--- src/rtl/dm_bridge.sv ---
// Bridges the single-cycle core's data-memory port onto a req/ack memory bus.
// The core is stalled while a request is outstanding; ack timeouts set a sticky bus error.
module dm_bridge #(
   parameter int unsigned ADDR_W  = 12,
   parameter int unsigned DATA_W  = 32,
   parameter int unsigned TIMEOUT = 255
) (
   input  logic              clk,
   input  logic              rst,
   input  logic              DM_enable,
   input  logic              DM_read,
   input  logic              DM_write,
   input  logic [ADDR_W-1:0] DM_address,
   input  logic [DATA_W-1:0] DM_in,
   output logic [DATA_W-1:0] DM_out,
   output logic              stall,
   output logic              mem_req,
   output logic              mem_we,
   output logic [ADDR_W-1:0] mem_addr,
   output logic [DATA_W-1:0] mem_wdata,
   input  logic [DATA_W-1:0] mem_rdata,
   input  logic              mem_ack,
   output logic              bus_err
);

   localparam int unsigned CntW = (TIMEOUT > 1) ? $clog2(TIMEOUT) : 1;

   typedef enum logic [1:0] {StIdle, StReq, StDone} state_e;

   state_e              state_q, state_d;
   logic [CntW-1:0]     cnt_q, cnt_d;
   logic [DATA_W-1:0]   dm_out_q, dm_out_d;
   logic                mem_we_q, mem_we_d;
   logic [ADDR_W-1:0]   mem_addr_q, mem_addr_d;
   logic [DATA_W-1:0]   mem_wdata_q, mem_wdata_d;
   logic                bus_err_q, bus_err_d;
   logic                access_valid;
   logic                timeout_hit;

   assign access_valid = DM_enable && (DM_read || DM_write);
   assign timeout_hit  = (cnt_q == CntW'(TIMEOUT - 1));

   always_comb begin
      state_d     = state_q;
      cnt_d       = cnt_q;
      dm_out_d    = dm_out_q;
      mem_we_d    = mem_we_q;
      mem_addr_d  = mem_addr_q;
      mem_wdata_d = mem_wdata_q;
      bus_err_d   = bus_err_q;
      case (state_q)
         StIdle: begin
            if (access_valid) begin
               // Write wins when read and write are both asserted.
               mem_addr_d  = DM_address;
               mem_wdata_d = DM_in;
               mem_we_d    = DM_write;
               cnt_d       = '0;
               state_d     = StReq;
            end
         end
         StReq: begin
            if (mem_ack) begin
               if (!mem_we_q) dm_out_d = mem_rdata;
               state_d = StDone;
            end else if (timeout_hit) begin
               bus_err_d = 1'b1;
               if (!mem_we_q) dm_out_d = '0;
               state_d = StDone;
            end else begin
               cnt_d = cnt_q + CntW'(1);
            end
         end
         // The request still held by the core here belongs to the finished instruction.
         StDone:  state_d = StIdle;
         default: state_d = StIdle;
      endcase
   end

   always_ff @(posedge clk) begin
      if (!rst) begin
         state_q     <= StIdle;
         cnt_q       <= '0;
         dm_out_q    <= '0;
         mem_we_q    <= 1'b0;
         mem_addr_q  <= '0;
         mem_wdata_q <= '0;
         bus_err_q   <= 1'b0;
      end else begin
         state_q     <= state_d;
         cnt_q       <= cnt_d;
         dm_out_q    <= dm_out_d;
         mem_we_q    <= mem_we_d;
         mem_addr_q  <= mem_addr_d;
         mem_wdata_q <= mem_wdata_d;
         bus_err_q   <= bus_err_d;
      end
   end

   assign stall     = rst && (((state_q == StIdle) && access_valid) || (state_q == StReq));
   assign mem_req   = (state_q == StReq);
   assign mem_we    = mem_we_q;
   assign mem_addr  = mem_addr_q;
   assign mem_wdata = mem_wdata_q;
   assign DM_out    = dm_out_q;
   assign bus_err   = bus_err_q;

endmodule
--- config.mk ---
export PLATFORM = sky130hd
export DESIGN_NAME = dm_bridge
export DESIGN_NICKNAME = d
export VERILOG_FILES = /design/src/rtl/dm_bridge.sv
export SDC_FILE = /design/constraint.sdc
export NUM_CORES = 1
export LEC_CHECK = 0
export CAP_MARGIN = 0
export CORE_MARGIN = 1
export CORE_UTILIZATION = 41
export CTS_CLUSTER_SIZE = 24
export DETAILED_ROUTE_END_ITERATION = 7
export PLACE_DENSITY = 0.88
export SLEW_MARGIN = 20
export SYNTH_ARGS = -nofsm -noshare
export SYNTH_HDL_FRONTEND = slang
export SYNTH_SLANG_ARGS = --single-unit
--- constraint.sdc ---
create_clock -name clk -period 2.4 [get_ports clk]
set_clock_uncertainty 0.15 [all_clocks]
set_input_delay 0.6 -clock clk [delete_from_list [all_inputs] [get_ports clk]]
set_output_delay 0.6 -clock clk [all_outputs]
set_load 0.05 [all_outputs]
### Yosys cells after proc, flatten, opt, wreduce, memory -nomap -nowiden

Index checks and enable logic that the tools add are counted.

| cells by class | value |
|---|---|
| add/sub/neg operators | 1 |
| multiply operators | 0 |
| divide/modulo/power cells | 0 |
| $lt $le $gt $ge | 0 |
| equal/unequal tests | 6 |
| shifts and indexed selects | 0 |
| muxes and demuxes | 12 |
| bitwise operators | 2 |
| reduce and logical (&&, ||, !) cells | 13 |

Operators with widths:

| kind | number |
|---|---|
| $mux W32 | 4 |
| $mux W8 | 3 |
| $pmux W8 S2 | 1 |
| $add A8 B1 Y8 const B | 1 |
| $eq A8 B8 Y1 const B | 1 |
| $mux W2 | 3 |
| $ne A2 B2 Y1 const B | 3 |
| $reduce_and A3 Y1 | 2 |
| $pmux W2 S2 | 1 |
| $reduce_and A2 Y1 | 2 |
| $reduce_and A4 Y1 | 1 |
| $reduce_bool A2 Y1 | 2 |
| $logic_and A1 B1 Y1 | 3 |
| $ne A3 B1 Y1 const B | 1 |
| $eq A2 B1 Y1 const B | 1 |
| $logic_not A2 Y1 | 1 |
| $logic_or A1 B1 Y1 | 2 |
| $not A1 Y1 | 2 |

| storage, ports and cells | value |
|---|---|
| register bits | 88 |
| latch bits | 0 |
| memory bits (writable) | 0 |
| bits in read-only memories | 0 |
| input bits | 82 |
| output and inout port bits | 80 |
| logic and storage cells | 41 |
| memories kept | 0 |

### Depth between registers and ports, before layout

| logic depth | value |
|---|---|
| depth after elaboration | 5 |
| depth in mapped cells | 7 |
| depth with buffers taken out | 6 |

### Least setup slack after synthesis

Ideal clock, no wire load.

| path | value |
|---|---|
| path type | input to output |
| from | in rst |
| to | out stall |
| arrival time | 2.021 ns |
| required time | 1.650 ns |
| path slack | -0.371 ns |
| stages | 2 |
| path buffers | 1 |
| cells stage by stage | clkbuf_1 -> nor3b_1 |

| on the way | value |
|---|---|
| cells in the longest elaborated chain, start to end | 1 |

RTL lines:

| item | line | RTL |
|---|---|---|
| from (decl) | 9 | `input logic rst,` |
| $logic_and A1 B1 Y1 | 100 | `assign stall = rst && (((state_q == StIdle) && access_valid) \|\| (state_q == StReq));` |
| to (decl) | 16 | `output logic stall,` |

No other way between the ends.

### Worst setup path after layout

| path | value |
|---|---|
| from | reg mem_we_q (netlist: mem_we) |
| to | out mem_we |

RTL lines:

| item | line | RTL |
|---|---|---|
| from (decl) | 33 | `logic mem_we_q, mem_we_d;` |
| from (signal assigned) | 93 | `mem_we_q <= mem_we_d;` |
| to (decl) | 18 | `output logic mem_we,` |

No word-level cell between the ends.

==> impl_metrics.toml <==
[synthesis]
synth.distinct_cells = 35
ys_seq_elements = 88
syn_area_per_cell_um2 = 8.626
ys_warn_count = 0
synth_cells = 406
synthesis.area_um2 = 3502
postSynthNetCount = 490
seq_area_frac_synth_pct = 50.30

[outcome]
outcome = "completed"

[timing]
setup_viol = 0
setup_tns_ns = 0
worstMarginPinSlew_ns = 0.5604
rsz0062_at_grt = "false"
period_needed_ns = 2.286
hold_viol_final = 0
fin_ws_ns = 0.1136
fin_crit_sh_pct = 95.27
maxSlewViolCount = 0
fmax_mhz = 437.4
worst_slew_margin_rel_pct = 62.52
fin_hold_ws_ns = 0.3053

[die]
core_um2 = 8258
start_util_pct = 42.41
dieWidth_um = 94.42
ios = 162
rows = 33
die_area_um2 = 8915
die_y_um = 94.42

[placement]
dp_slack_ns = -0.1173
place_congestion = 0.7414
port_buffers = 161
hpwlAfterDp_um = 6447
dp.cells = 653

[critical_path]
worst_ep_required_time_ns = 1.65
crit_chain = "clkdlybuf4s50_1"
crit_fanout = 3
worst_path_max_delay_cell = "clkdlybuf4s50_1"
crit_family = "buffers and inverters"
criticalPathCategory = "flop to output port"
critPathCaptureType = "output port"
cpPeakStageDelay_ns = 0.82
worst-endpoint-arrival_ns = 1.54
start_kind = "flop"
worst-path-buf-inv = 1

[clock_tree]
cts_buffer_depth = 2
cts_tree = "built"
cts_root_buf = "clkbuf_8"
clk_pin_slew_worst_paths_ns = 0.08
cts.sinks = 88
worstSkewPairLatency_ns = 0.34
cts_inserted_buffers = 9
cts_setup_buffers = 0
hold_buffers = 0
post_cts_resized = 5
ctsHtreeMaxLevel = 3

[power]
power.leakage_nw = 1.941
max-vdd-ir-drop_mv = 0.3372
power.total_w = 0.003157
p_per_area_nw_per_um2 = 585.6

[flow_run]
drv_cap = 0

[cells_and_area]
synthToLayoutAreaGrowth_pct = 53.95
instances_no_fill = 669
nets = 643
final_layout_size_suffix_gt1_share_pct = 6.028
n_antenna_cell = 0

[route]
drc = 0
wl_per_cell_um = 13.64
first_iter_violations = 140
antenna_left = 0
vias = 3372
routed_wl_um = 9124
firstDrtPassIters = 4
vias_per_cell = 5.040

[grt]
gr-total-overflow = 0
grt_max_degree = 86
grt_pass1_vias = 3209
grt.total_usage_pct = 20.56
grt_first_pass_wirelength_um = 14520
antenna_found_initial = 0

[worst_hold_path]
min_path_type = "flop to flop"
## synthesized netlist by cell type, drive strengths merged
master / number / area (um^2)
ha: 2 / 25.02
and2: 2 / 12.51
clkbuf: 17 / 63.81
and3: 2 / 12.51
buf: 12 / 82.57
nor3b: 2 / 20.02
dfxtp: 88 / 1762
nand2: 130 / 488.0
o22ai: 1 / 6.260
nand4: 1 / 6.260
a41oi: 2 / 17.52
a21boi: 78 / 585.6
and4: 1 / 8.760
o21ai: 35 / 178.9
inv: 2 / 7.510
or3: 1 / 6.260
or3b: 2 / 20.02
nand3: 6 / 30.03
nor2: 2 / 23.77
o211a: 1 / 10.01
a31oi: 8 / 50.05
nor2b: 4 / 25.02
nor3: 1 / 16.27
nand2b: 2 / 12.51
a21oi: 4 / 31.28
## cell usage in the layout (no fill, tap or decap), drive strengths merged, types with 3 or more instances in the layout
| master | netlist | final |
|---|---|---|
| a31oi | 8 | 8 |
| dfxtp | 88 | 88 |
| a21boi | 78 | 78 |
| a21oi | 4 | 4 |
| o21ai | 35 | 35 |
| clkdlybuf4s50 | 0 | 155 |
| nor2b | 4 | 4 |
| clkbuf | 17 | 13 |
| dlygate4sd2 | 0 | 3 |
| nand2 | 130 | 130 |
| buf | 12 | 13 |
| clkinv | 0 | 3 |
| nand3 | 6 | 6 |
## registers in the layout, indices dropped and copies added, names as in the netlist
register	flops
DM_out	32
state_q	2
bus_err	1
mem_wdata	32
cnt_q	8
mem_addr	12
mem_we	1
## metal layers
| layer | share of wire, % | track usage (%) |
|---|---|---|
| met5 | 0 | 0 |
| met4 | 2.2 | 8.205 |
| met3 | 9.1 | 6.441 |
| met2 | 47 | 36.23 |
| met1 | 42 | 22.89 |
## path summary, 6_finish.rpt
| kind | from | endpoint | slack [ns] | cells past startpoint |
|---|---|---|---|---|
| worst min register to register | mem_wdata[2] | mem_wdata[2] | 0.31 | 2 |
| worst min-delay path | mem_wdata[2] | mem_wdata[2] | 0.31 | 2 |
| worst max-delay path | mem_we | mem_we | 0.11 | 1 |
| worst max register to register | state_q[0] | DM_out[0] | 0.36 | 4 |
## cells by family (layout without fill, tap and decap cells)
kind of cell | after synthesis | count (layout) | synth area share, %
simple gates | 156 | 156 | 19.47
compound gates | 129 | 129 | 25.12
flops | 88 | 88 | 50.30
buf+inv | 31 | 189 | 4.394
fa+ha+maj | 2 | 2 | 0.7144
## layout make-up
class	count	area, um^2
fillers	673	2867
flip-flops and latches	88	1762
repair buffers	171	1735
multi-input cells	287	1598
clock buffers	13	138.9
well taps	105	131.4
clock inverters	3	18.77
inverters	2	7.507
## power by group
part / internal, W / total (W) / leakage, nW / switching (W)
Sequential: 0.00153 / 0.00156 / 0.717 / 0.0000364
Combinational: 0.000315 / 0.000736 / 1.14 / 0.000422
Clock: 0.000377 / 0.000859 / 0.0814 / 0.000481
Total: 0.00222 / 0.00316 / 1.94 / 0.000940
## metrics by stage
step | util (%) | cell area, um^2
after global placement | 63.35 | 5231
after floorplan | - | 3507
after global routing | 65.29 | 5391
after detailed placement | 63.35 | 5231
after CTS | 65.29 | 5391
final | 65.29 | 5391
(Power assumes the default switching activity.)
